## src/rtl/sdr_pkg.sv

```systemverilog
// Shared receive-path types: sample, pair and word widths, the IQ pair layout
// and the pairing state machine states.
package sdr_pkg;
  localparam int SAMPLE_WIDTH  = 12;
  localparam int IQ_PAIR_WIDTH = 24;
  localparam int OUT_WIDTH     = 32;

  typedef struct packed {
    logic [SAMPLE_WIDTH-1:0] q;
    logic [SAMPLE_WIDTH-1:0] i;
  } iq_pair_t;

  typedef enum logic {
    IDLE   = 1'b0,
    HAVE_I = 1'b1
  } pair_state_t;
endpackage

```

## src/rtl/word_fifo.sv

```systemverilog
// Synchronous show-ahead word FIFO. A push into a full FIFO is accepted when a
// pop happens in the same cycle; read data reads as zero while empty.
module word_fifo #(
  parameter int WIDTH = 32,
  parameter int DEPTH = 4
) (
  input  logic             clk,
  input  logic             rst,
  input  logic             push,
  input  logic [WIDTH-1:0] wdata,
  output logic             full,
  input  logic             pop,
  output logic [WIDTH-1:0] rdata,
  output logic             empty
);
  localparam int AW = $clog2(DEPTH);
  localparam logic [AW:0] FULL_COUNT = DEPTH[AW:0];

  logic [WIDTH-1:0] mem [DEPTH];
  logic [AW-1:0]    wr_ptr;
  logic [AW-1:0]    rd_ptr;
  logic [AW:0]      count;
  logic             do_push;
  logic             do_pop;

  assign empty   = (count == '0);
  assign full    = (count == FULL_COUNT);
  assign do_pop  = pop && !empty;
  assign do_push = push && (!full || do_pop);
  assign rdata   = empty ? '0 : mem[rd_ptr];

  always_ff @(posedge clk) begin
    if (rst) begin
      wr_ptr <= '0;
      rd_ptr <= '0;
      count  <= '0;
    end else begin
      if (do_push) wr_ptr <= wr_ptr + 1'b1;
      if (do_pop)  rd_ptr <= rd_ptr + 1'b1;
      case ({do_push, do_pop})
        2'b10:   count <= count + 1'b1;
        2'b01:   count <= count - 1'b1;
        default: count <= count;
      endcase
    end
  end

  always_ff @(posedge clk) begin
    if (do_push) mem[wr_ptr] <= wdata;
  end
endmodule

```

## src/rtl/afe_rx_packer.sv

```systemverilog
// AFE receive packer: registers the multiplexed ADC bus, pairs I/Q samples and packs
// 24-bit pairs densely into 32-bit words. Build option: AFE_RX_PACKER_TEST_PATTERN_EN.
module afe_rx_packer #(
  parameter int SAMPLE_WIDTH  = 12,
  parameter int IQ_PAIR_WIDTH = 24,
  parameter int OUT_WIDTH     = 32,
  parameter int FIFO_DEPTH    = 4
) (
  input  logic                    clk,
  input  logic                    rst,
  input  logic                    en,
  input  logic [SAMPLE_WIDTH-1:0] afe_rx_d,
  input  logic                    afe_rx_sel,
  output logic [OUT_WIDTH-1:0]    out_data,
  output logic                    out_valid,
  input  logic                    out_ready,
  output logic                    sync_err,
  output logic                    overflow,
  output logic [15:0]             drop_cnt
);
  import sdr_pkg::*;

  localparam int ACC_W  = OUT_WIDTH + IQ_PAIR_WIDTH;
  localparam int FILL_W = 6;
  localparam logic [FILL_W:0] PAIR_BITS = IQ_PAIR_WIDTH[FILL_W:0];
  localparam logic [FILL_W:0] WORD_BITS = OUT_WIDTH[FILL_W:0];

  function automatic logic [15:0] sat_inc16(input logic [15:0] v);
    return (v == 16'hFFFF) ? v : v + 16'd1;
  endfunction

  logic [SAMPLE_WIDTH-1:0] d_p0;
  logic                    sel_p0;
  logic                    vld_p0;
  logic [SAMPLE_WIDTH-1:0] hold_i;
  pair_state_t             state_q;
  pair_state_t             state_d;
  logic                    pair_vld;
  logic                    seq_err;
  logic                    latch_i;
  iq_pair_t                pair_p1;
  logic [ACC_W-1:0]        acc;
  logic [ACC_W-1:0]        acc_cat;
  logic [ACC_W-1:0]        pair_ext;
  logic [FILL_W-1:0]       fill;
  logic [FILL_W:0]         fill_sum;
  logic                    completes;
  logic                    fifo_full;
  logic                    fifo_empty;
  logic                    pop;
  logic                    push;
  logic                    drop;

  // Stage p0: registered ADC bus; vld_p0 marks samples captured while enabled
  always_ff @(posedge clk) begin
    d_p0   <= afe_rx_d;
    sel_p0 <= afe_rx_sel;
  end

  always_ff @(posedge clk) begin
    if (rst) vld_p0 <= 1'b0;
    else     vld_p0 <= en;
  end

  // Stage p1: pairing, packing and FIFO write
  always_ff @(posedge clk) begin
    if (rst) state_q <= IDLE;
    else     state_q <= state_d;
  end

  always_comb begin
    state_d  = state_q;
    pair_vld = 1'b0;
    seq_err  = 1'b0;
    latch_i  = 1'b0;
    if (!en) begin
      state_d = IDLE;
    end else if (vld_p0) begin
      case (state_q)
        IDLE: begin
          if (!sel_p0) begin
            latch_i = 1'b1;
            state_d = HAVE_I;
          end else begin
            seq_err = 1'b1;
          end
        end
        HAVE_I: begin
          if (sel_p0) begin
            pair_vld = 1'b1;
            state_d  = IDLE;
          end else begin
            latch_i = 1'b1;
            seq_err = 1'b1;
          end
        end
        default: state_d = IDLE;
      endcase
    end
  end

  always_ff @(posedge clk) begin
    if (latch_i) hold_i <= d_p0;
  end

`ifdef AFE_RX_PACKER_TEST_PATTERN_EN
  logic [SAMPLE_WIDTH-1:0] pat_cnt;

  always_ff @(posedge clk) begin
    if (rst || !en)    pat_cnt <= '0;
    else if (pair_vld) pat_cnt <= pat_cnt + 1'b1;
  end

  assign pair_p1 = '{q: ~pat_cnt, i: pat_cnt};
`else
  assign pair_p1 = '{q: d_p0, i: hold_i};
`endif

  // A pair that would complete a word into a full FIFO is dropped whole, so the
  // accumulator never holds a partial pair and the word stream stays aligned.
  assign pair_ext  = {{(ACC_W-IQ_PAIR_WIDTH){1'b0}}, pair_p1};
  assign acc_cat   = acc | (pair_ext << fill);
  assign fill_sum  = {1'b0, fill} + PAIR_BITS;
  assign completes = (fill_sum >= WORD_BITS);
  assign pop       = out_valid && out_ready;
  assign drop      = pair_vld && completes && fifo_full && !pop;
  assign push      = pair_vld && completes && !drop;

  always_ff @(posedge clk) begin
    if (rst || !en) begin
      acc  <= '0;
      fill <= '0;
    end else if (pair_vld && !drop) begin
      if (completes) begin
        acc  <= acc_cat >> OUT_WIDTH;
        fill <= fill_sum[FILL_W-1:0] - WORD_BITS[FILL_W-1:0];
      end else begin
        acc  <= acc_cat;
        fill <= fill_sum[FILL_W-1:0];
      end
    end
  end

  always_ff @(posedge clk) begin
    if (rst) begin
      sync_err <= 1'b0;
      overflow <= 1'b0;
      drop_cnt <= '0;
    end else begin
      sync_err <= seq_err;
      if (drop) begin
        overflow <= 1'b1;
        drop_cnt <= sat_inc16(drop_cnt);
      end
    end
  end

  word_fifo #(
    .WIDTH (OUT_WIDTH),
    .DEPTH (FIFO_DEPTH)
  ) u_word_fifo (
    .clk   (clk),
    .rst   (rst),
    .push  (push),
    .wdata (acc_cat[OUT_WIDTH-1:0]),
    .full  (fifo_full),
    .pop   (pop),
    .rdata (out_data),
    .empty (fifo_empty)
  );

  assign out_valid = !fifo_empty;
endmodule

```

## config.mk

```make
export PLATFORM = sky130hd
export DESIGN_NAME = afe_rx_packer
export DESIGN_NICKNAME = d
export VERILOG_FILES = /design/src/rtl/sdr_pkg.sv /design/src/rtl/word_fifo.sv /design/src/rtl/afe_rx_packer.sv
export SDC_FILE = /design/constraint.sdc
export NUM_CORES = 1
export LEC_CHECK = 0
export ABC_AREA = 0
export CAP_MARGIN = 20
export CORE_MARGIN = 1.5
export CORE_UTILIZATION = 41
export DETAILED_ROUTE_END_ITERATION = 12
export HOLD_SLACK_MARGIN = 0.12
export PLACE_DENSITY = 0.59
export SYNTH_ARGS = -nofsm -noshare
export SYNTH_HDL_FRONTEND = slang
export SYNTH_SLANG_ARGS = --single-unit
```

## constraint.sdc

```tcl
create_clock -name clk -period 5.62 [get_ports clk]
set_clock_uncertainty 0.15 [all_clocks]
set_input_delay 1.124 -clock clk [delete_from_list [all_inputs] [get_ports clk]]
set_output_delay 1.124 -clock clk [all_outputs]
set_load 0.005 [all_outputs]
```

Yosys cells after proc, flatten, opt, wreduce, memory -nomap -nowiden

Memories as Yosys holds them, arrays and structs flattened. A register that Yosys moved wholly into a read port is not among the register bits.
Cells that the tools add are included.

Register bits after elaboration: 114
Memories kept: 1
Word-level logic and storage cells: 68
Bits in writable memories: 128
Output and inout bits: 51
Bits of input ports: 17

Memory list:

| memory          | words | bits a word | read ports | clocked after memory_dff | wr ports | line            | text |
|---|---|---|---|---|---|---|---|
| u_word_fifo.mem | 4     | 32          | 1          | 1                        | 1        | word_fifo.sv:19 | `logic [WIDTH-1:0] mem [DEPTH];` |

Add/sub/neg operators: 7
Multiplexer cells: 16
Equal/unequal tests: 4
Reductions and logical operators: 20
Shift-type cells: 1
Order comparisons: 1
Bitwise gates (word level): 5

Operators by type and width:

| kind                                                | number |
|---|---|
| two-way mux 56 bit                                  | 1 |
| OR 56 bit                                           | 1 |
| left shift 24 x 6 -> 56 bit                         | 1 |
| two-way mux 32 bit                                  | 1 |
| adder 16 x 1 -> 16 bit, second input constant       | 1 |
| == test 16 bit, second input constant               | 1 |
| two-way mux 1 bit                                   | 9 |
| logical AND 1 bit                                   | 8 |
| adder 6 x 5 -> 7 bit, second input constant         | 1 |
| >= comparator 7 x 6 -> 1 bit, second input constant | 1 |
| two-way mux 6 bit                                   | 1 |
| case mux 3 bit (2 select lines)                     | 1 |
| subtractor 6 bit, second input constant             | 1 |
| zero test 1 bit                                     | 5 |
| adder 2 x 1 -> 2 bit, second input constant         | 2 |
| two-way mux 2 bit                                   | 2 |
| NOT 1 bit                                           | 4 |
| adder 3 x 1 -> 3 bit, second input constant         | 1 |
| == test 3 bit, second input constant                | 1 |
| zero test 3 bit                                     | 1 |
| OR reduction 3 bit                                  | 1 |
| subtractor 3 x 1 -> 3 bit, second input constant    | 1 |
| == test 2 x 1 -> 1 bit, second input constant       | 1 |
| == test 2 bit, second input constant                | 1 |
| 5 further kinds                                     | 6 |

Logic depth before layout (Yosys ltp)

Gate-level depths: netlist of run 1.

Depth in word-level cells: 12
Depth in mapped cells: 15
Depth with buffers taken out: 10

Cells and area by module

From an unflattened synthesis of run 1, not the netlist that was laid out.

Cell total of the unflattened synthesis: 803
Area total of the unflattened synthesis: 10,166.0 µm²

By module, submodules not included:

| module        | cells an instance | area an instance (µm²) | instances | seq. area each (µm²) |
|---|---|---|---|---|
| word_fifo     | 270               | 5,420.2                | 1         | 4,023.9 |
| afe_rx_packer | 533               | 4,745.8                | 1         | 2,202.1 |

Least setup slack after synthesis of run 1

No wires, ideal clock.

Path type: register to register
Start point: register fill[4]
End point: memory u_word_fifo.mem[0][0], enable pin
Required time: 5.049 ns
Setup time: 0.421 ns
Stages on the path, launching flop included: 10
Buffers on the path: 4
Period minus slack after synthesis: 3.979 ns
Arrival: 3.408 ns
Slack: 1.641 ns
Path through: dfxtp_1 -> buf_2 -> buf_1 -> clkbuf_1 -> inv_1 -> ha_1 -> nand2b_1 -> nand4_1 -> buf_2 -> nor2_1

Cells in the longest elaborated chain, start to end: 10

RTL lines:

| item                                        | line                                       | text |
|---|---|---|
| from (decl)                                 | afe_rx_packer.sv:45                        | `logic [FILL_W-1:0] fill;` |
| from (signal assigned)                      | afe_rx_packer.sv:136                       | `fill <= fill_sum[FILL_W-1:0] - WORD_BITS[FILL_W-1:0];` |
| from (signal assigned)                      | afe_rx_packer.sv:139                       | `fill <= fill_sum[FILL_W-1:0];` |
| adder 6 x 5 -> 7 bit (*)                    | afe_rx_packer.sv:123                       | `assign fill_sum = {1'b0, fill} + PAIR_BITS;` |
| >= comparator 7 x 6 -> 1 bit (*)            | afe_rx_packer.sv:124                       | `assign completes = (fill_sum >= WORD_BITS);` |
| logical AND 1 bit (*)                       | afe_rx_packer.sv:126, afe_rx_packer.sv:127 |  |
| logical AND 1 bit (2 in series)             | afe_rx_packer.sv:126                       | `assign drop = pair_vld && completes && fifo_full && !pop;` |
| zero test 1 bit                             | afe_rx_packer.sv:127                       | `assign push = pair_vld && completes && !drop;` |
| logical AND 1 bit (*)                       | afe_rx_packer.sv:127                       |  |
| logical AND 1 bit (*)                       | word_fifo.sv:29                            | `assign do_push = push && (!full \|\| do_pop);` |
| two-way mux 1 bit (*)                       | word_fifo.sv:49                            | `if (do_push) mem[wr_ptr] <= wdata;` |
| two-way mux 1 bit (implied by the code) (*) | word_fifo.sv:49                            |  |
| to (decl)                                   | word_fifo.sv:19                            |  |

Every way passes the cells marked *; elsewhere a longest branch is shown, timed or not.

==> results of run 1 <==
routing by layer:
metal	GRT usage, %	up-vias	part of all wire [%]	routed length, um
li1	-	3007	-	-
met5	0	-	0	0
met3	3.09	27	5.9	1330
met4	4.76	0	1.8	407
met2	29.4	175	48	10800
met1	23.5	3193	44	9810
per-stage QoR:
step,total power [mW],instance area (sq um),hold WS (ps),utilization [%],worst slack [ps]
after floorplan,1.94,10100,292,-,1640
after global placement,1.97,11100,289,45.9,1650
after detailed placement,1.97,11100,301,45.9,1520
after CTS,3.78,12000,311,49.7,1480
after global routing,3.86,12100,343,49.9,1390
final,3.75,12100,308,49.9,1580
report_power, final:
group	leakage, nW	total (mW)	switching, mW	internal [mW]
Combinational	1.43	0.0590	0.0344	0.0246
Clock	0.443	1.81	0.665	1.15
Sequential	2.09	1.87	0.00983	1.86
Total	3.96	3.75	0.710	3.04
registers in the layout (all words and copies together) (netlist names), named ones only:
name / count
u_word_fifo.mem: 128
acc: 56
drop_cnt: 16
d_p0: 12
hold_i: 12
fill: 3
u_word_fifo.count: 3
u_word_fifo.rd_ptr: 2
u_word_fifo.wr_ptr: 2
overflow: 1
sel_p0: 1
state_q: 1
sync_err: 1
vld_p0: 1
path summary, 6_finish.rpt:
path	start	to	slack [ps]	cells after the start
worst min register to register	overflow	overflow	310	2
worst max register to register	fill[3]	u_word_fifo.count[2]	2410	10
worst min-delay path	overflow	overflow	310	2
worst max-delay path	flop	out_data[7]	1580	4
Yosys cell counts, types with 19 or more instances:
| library cell | n | share of area (%) |
|---|---|---|
| a21o_1 | 24 | 1.8 |
| a211oi_1 | 19 | 1.4 |
| nor2b_1 | 25 | 1.6 |
| mux2_2 | 20 | 2.2 |
| mux4_2 | 32 | 7.2 |
| nor2_1 | 50 | 1.9 |
| and2_1 | 33 | 2.1 |
| edfxtp_1 | 140 | 42 |
| clkbuf_1 | 25 | 0.93 |
| a21oi_1 | 21 | 1.0 |
| dfxtp_1 | 101 | 20 |
| a22oi_1 | 32 | 2.4 |
| a221o_1 | 32 | 3.2 |
logic make-up after synthesis:
kind of cell | count (synthesis) | share of synthesized area, %
flip-flops | 241 | 61.9
AND/OR/NAND/NOR | 186 | 10.6
AO/OA/AOI/OAI | 169 | 12.8
buffers and inverters | 65 | 2.62
multiplexers | 62 | 10.4
adder cells (fa/ha/maj) | 9 | 1.19
XOR/XNOR | 6 | 0.522
critical path: stages, from the launching register on:
cell and delay, ps:
dfxtp_2 740, buf_4 340, mux4_2 530, and2_1 180
clkdlybuf4s50_1 440
final cells by class:
type                       count  area [sq um]
multi-input combinational    432          3580
timing repair buffer          89           857
clock inverter                16           229
inverter                      17          63.8
sequential                   241          6230
tap                          324           405
fill                        2080         12100
clock buffer                  32           694
==> flow_metrics.tcl, run 1 <==
set metrics [dict create \
    status "complete, no violations" \
    critPathMaxFanout 18 \
    period_share_pct 71.9 \
    worst_slew_pin_slew_ps 967 \
    row_count 57 \
    cts_setup_buffers 0 \
    routed_wl_um 22300 \
    place.gp.congestion 0.809 \
    cp_data_arrival_time_ps 2770 \
    synth_cell_types 51 \
    grt_overflow 0 \
    grt_pass1_wl_um 35600 \
    syn-cell-area_sq_um 10100 \
    timing.final.hold_violations 0 \
    final_cells 1151 \
    postRouteAntennaNets 0 \
    placed_cells 1100 \
    ir_drop_v 0.000200 \
    drcViolationCount 0 \
    routed_via_density 5.56 \
    layout-drive-gt1-share_pct 15.5 \
    cts_resized 0 \
    clkSinkCount 241 \
    synth-edff-count 140 \
    die_h_um 160 \
    final_max_slew_viol_count 0 \
    detailed_place_hpwl_um 14500 \
    cap_violations 0 \
    cts_root_buf "clkbuf_16" \
    critPathRequiredTime_ps 4350 \
    num_vias 6402 \
    dieArea_sq_um 25500 \
    worstSetupStartpointType "flop" \
    num_io_pins 68 \
    grt_max_degree 36 \
    yosysSeqAreaShare_pct 61.9 \
    async_reset_ff_share_pct 0 \
    hp-class "reg -> reg" \
    synth_seq_cells 241 \
    avgSynthCellArea_sq_um 13.6 \
    worstSetupEndpointType "output pin" \
    finalCriticalPeriod_ps 4040 \
    p_per_area_nw_per_um2 311 \
    die_w_um 160 \
    post_drt_wl_per_cell_um 19.4 \
    syn_nets 764 \
    firstDrtPassIters 5 \
    setup_viol 0 \
    fin_nets 833 \
    htree_num_levels 1 \
    grt_pass1_vias 6610 \
    timing.fmax_ghz 0.247 \
    cts_buffer_depth 3 \
    num_antenna_cells 0 \
    relSlewSlack_pct 35.1 \
    antenna_found_initial 0 \
    cts_tree "done" \
    ys_warn_count 0 \
    io_buffers 67 \
    finalSetupTns_ps 0 \
    rsz0062_at_grt "no" \
    final_common_cell "edfxtp_1" \
    coreArea_sq_um 24200 \
    synth_ff_type "edfxtp_1" \
    final_cell_mix "edfxtp_1, dfxtp_1, clkdlybuf4s50_1" \
    initial_core_util_pct 41.6 \
    path_class "reg -> out" \
    cts-buffers-inserted 26 \
    grt_usage_pct 17.5 \
    area_delta_synth_final_pct 19.9 \
    drt_iter0_drc 484 \
    cts.clk_slew.worst_paths_ps 60 \
    syn_inst 738 \
    holdBufCountCts 0 \
    insertion_delay_ps 520 \
    leakage_nw 3.96 \
]
Note: power is estimated with default switching activity, not from simulation.
==> run 2: changes to the inputs <==
--- a/config.mk
+++ b/config.mk
@@ -11,7 +11,7 @@
 export CORE_UTILIZATION = 41
 export DETAILED_ROUTE_END_ITERATION = 12
 export HOLD_SLACK_MARGIN = 0.12
-export PLACE_DENSITY = 0.59
+export PLACE_DENSITY = 0.61
 export SYNTH_ARGS = -nofsm -noshare
 export SYNTH_HDL_FRONTEND = slang
 export SYNTH_SLANG_ARGS = --single-unit
==> constraint.sdc (replaced) <==
create_clock -name clk -period 3.3 [get_ports clk]
set_clock_uncertainty 0.15 [all_clocks]
set_input_delay 0.66 -clock clk [delete_from_list [all_inputs] [get_ports clk]]
set_output_delay 0.66 -clock clk [all_outputs]
set_load 0.005 [all_outputs]
==> flow_metrics.tcl, run 2 (synthesis gave the netlist of run 1 again) <==
set metrics [dict create \
    p_per_area_nw_per_um2 486 \
    period_share_pct 96.4 \
    clkPwrFrac_pct 43.4 \
    crit_chain "clkbuf_16, mux4_2, and2_1, clkdlybuf4s50_1" \
    cts_root_buf "clkbuf_16" \
    fin_nets 840 \
    final_max_slew_viol_count 0 \
    crit_path_end "out_data[14]" \
    design_area_sq_um 12000 \
    seqPwrFrac_pct 54.8 \
    dp_slack_ps -7.50 \
    path_depth 4 \
    routed_wl_um 22300 \
    die_h_um 160 \
    critPathMaxFanout 13 \
    grt_overflow 0 \
    io_buffers 67 \
    status "complete, no violations" \
    power_switching_mw 1.13 \
    num_antenna_cells 0 \
    final_cells 1156 \
    cts_buffer_depth 3 \
    antenna_found_initial 1 \
    ir_drop_v 0.000322 \
    timing.fmax_ghz 0.314 \
    path_class "reg -> out" \
    insertion_delay_ps 510 \
    critPathRequiredTime_ps 2490 \
    worstSetupEndpointType "output pin" \
    grt_max_degree 37 \
    place.gp.congestion 0.859 \
    firstDrtPassIters 5 \
    hp-class "reg -> reg" \
    setup_viol 0 \
    relSlewSlack_pct 51.3 \
    placed_cells 1110 \
    cp_data_arrival_time_ps 2370 \
    critPathBufInv 2 \
    clkSinkCount 241 \
    largest_reg_flops 128 \
    grt_pass1_vias 6670 \
    grt_usage_pct 17.6 \
    finalCriticalPeriod_ps 3180 \
    critical_path.top_delay_family "buffers and inverters" \
    timing.final.ws_setup_ps 118 \
    postRouteAntennaNets 0 \
    rsz0062_at_grt "no" \
    rrSetupSlack_ps 440 \
    holdBufCountCts 0 \
    rr_worst_depth 10 \
    cts_tree "done" \
    worst_slew_pin_slew_ps 728 \
    grt_pass1_wl_um 35700 \
    coreArea_sq_um 24200 \
    power_frac_comb_pct 1.8 \
    worstSetupStartpointType "flop" \
    die_w_um 160 \
    final_common_cell "edfxtp_1" \
    cap_violations 0 \
    initial_core_util_pct 41.6 \
    row_count 57 \
    p_int_mw 4.68 \
    finalSetupTns_ps 0 \
    timing.final.hold_violations 0 \
    detailed_place_hpwl_um 14600 \
    place_area_sq_um 11200 \
    drcViolationCount 0 \
    htree_num_levels 1 \
    worstReg2RegEnd "u_word_fifo.count[2]" \
    num_vias 6524 \
    final_cell_mix "edfxtp_1, dfxtp_1, clkdlybuf4s50_1" \
    reg_top3 "u_word_fifo.mem (128), acc (56), drop_cnt (16)" \
    dieArea_sq_um 25500 \
    drt_iter0_drc 411 \
    slowest_delay_ps 520 \
    cts-buffers-inserted 24 \
    final_core_util_pct 49.5 \
    post_drt_wl_per_cell_um 19.3 \
    routed_via_density 5.64 \
    area_delta_synth_final_pct 19.0 \
    crit_slowest_cell "mux4_2" \
    sw_frac_of_total_pct 19.5 \
    cts.clk_slew.worst_paths_ps 60 \
    num_io_pins 68 \
    cts_setup_buffers 0 \
    leakage_nw 3.96 \
    layout-drive-gt1-share_pct 15.7 \
    regMostFlops "u_word_fifo.mem" \
    reg2reg_from "fill[4]" \
]
==> run 2: worst min path at each step <==
stage / slack (ps) / end / cells after the start / start
6_report: 300 / overflow / 2 / overflow
3_5_place_dp: 290 / overflow / 2 / overflow
2_1_floorplan: 290 / overflow / 2 / overflow
5_1_grt: 330 / overflow / 2 / overflow
4_1_cts: 300 / overflow / 2 / overflow
3_3_place_gp: 290 / overflow / 2 / overflow
==> run 2: per-layer routing <==
| metal | share of wire (%) | vias to the layer above | GRT usage [%] |
|---|---|---|---|
| met2 | 47 | 208 | 28.8 |
| met4 | 2.5 | 0 | 5.66 |
| met3 | 5.9 | 41 | 2.60 |
| met1 | 45 | 3254 | 24.1 |
| li1 | - | 3021 | - |
| met5 | 0 | - | 0 |
==> run 2: final cells by class <==
cell class / count / area, sq um
Tap cell: 324 / 405
Sequential cell: 241 / 6230
Fill cell: 2062 / 12200
Inverter: 17 / 63.8
Multi-Input combinational cell: 432 / 3600
Timing Repair Buffer: 98 / 945
Clock inverter: 9 / 66.3
Clock buffer: 35 / 663
==> run 2: worst min-delay path, cell delays in order (launching register included) <==
cell	delay, ps
dfxtp_1	310
inv_1	50
a21oi_1	50
==> run 2: power by group through the flow <==
stage / clock (mW) / combinational (mW) / sequential (mW)
3_3_place_gp: 0 / 0.0985 / 3.25
4_1_cts: 2.58 / 0.103 / 3.19
3_5_place_dp: 0 / 0.102 / 3.25
2_1_floorplan: 0 / 0.0550 / 3.24
5_1_grt: 2.70 / 0.112 / 3.19
6_report: 2.53 / 0.103 / 3.19
==> run 2: per-stage QoR <==
step | power [mW] | hold WS, ps
finish | 5.82 | 302
global route | 6.00 | 331
CTS | 5.87 | 299
detailed placement | 3.35 | 293
global placement | 3.35 | 286
floorplan | 3.30 | 292
==> run 2: what timing repair did <==
item                                    4_1_cts  5_1_grt
resized for setup                             1        1
endpoints found under the setup margin       16       11
gates cloned                                  0        1
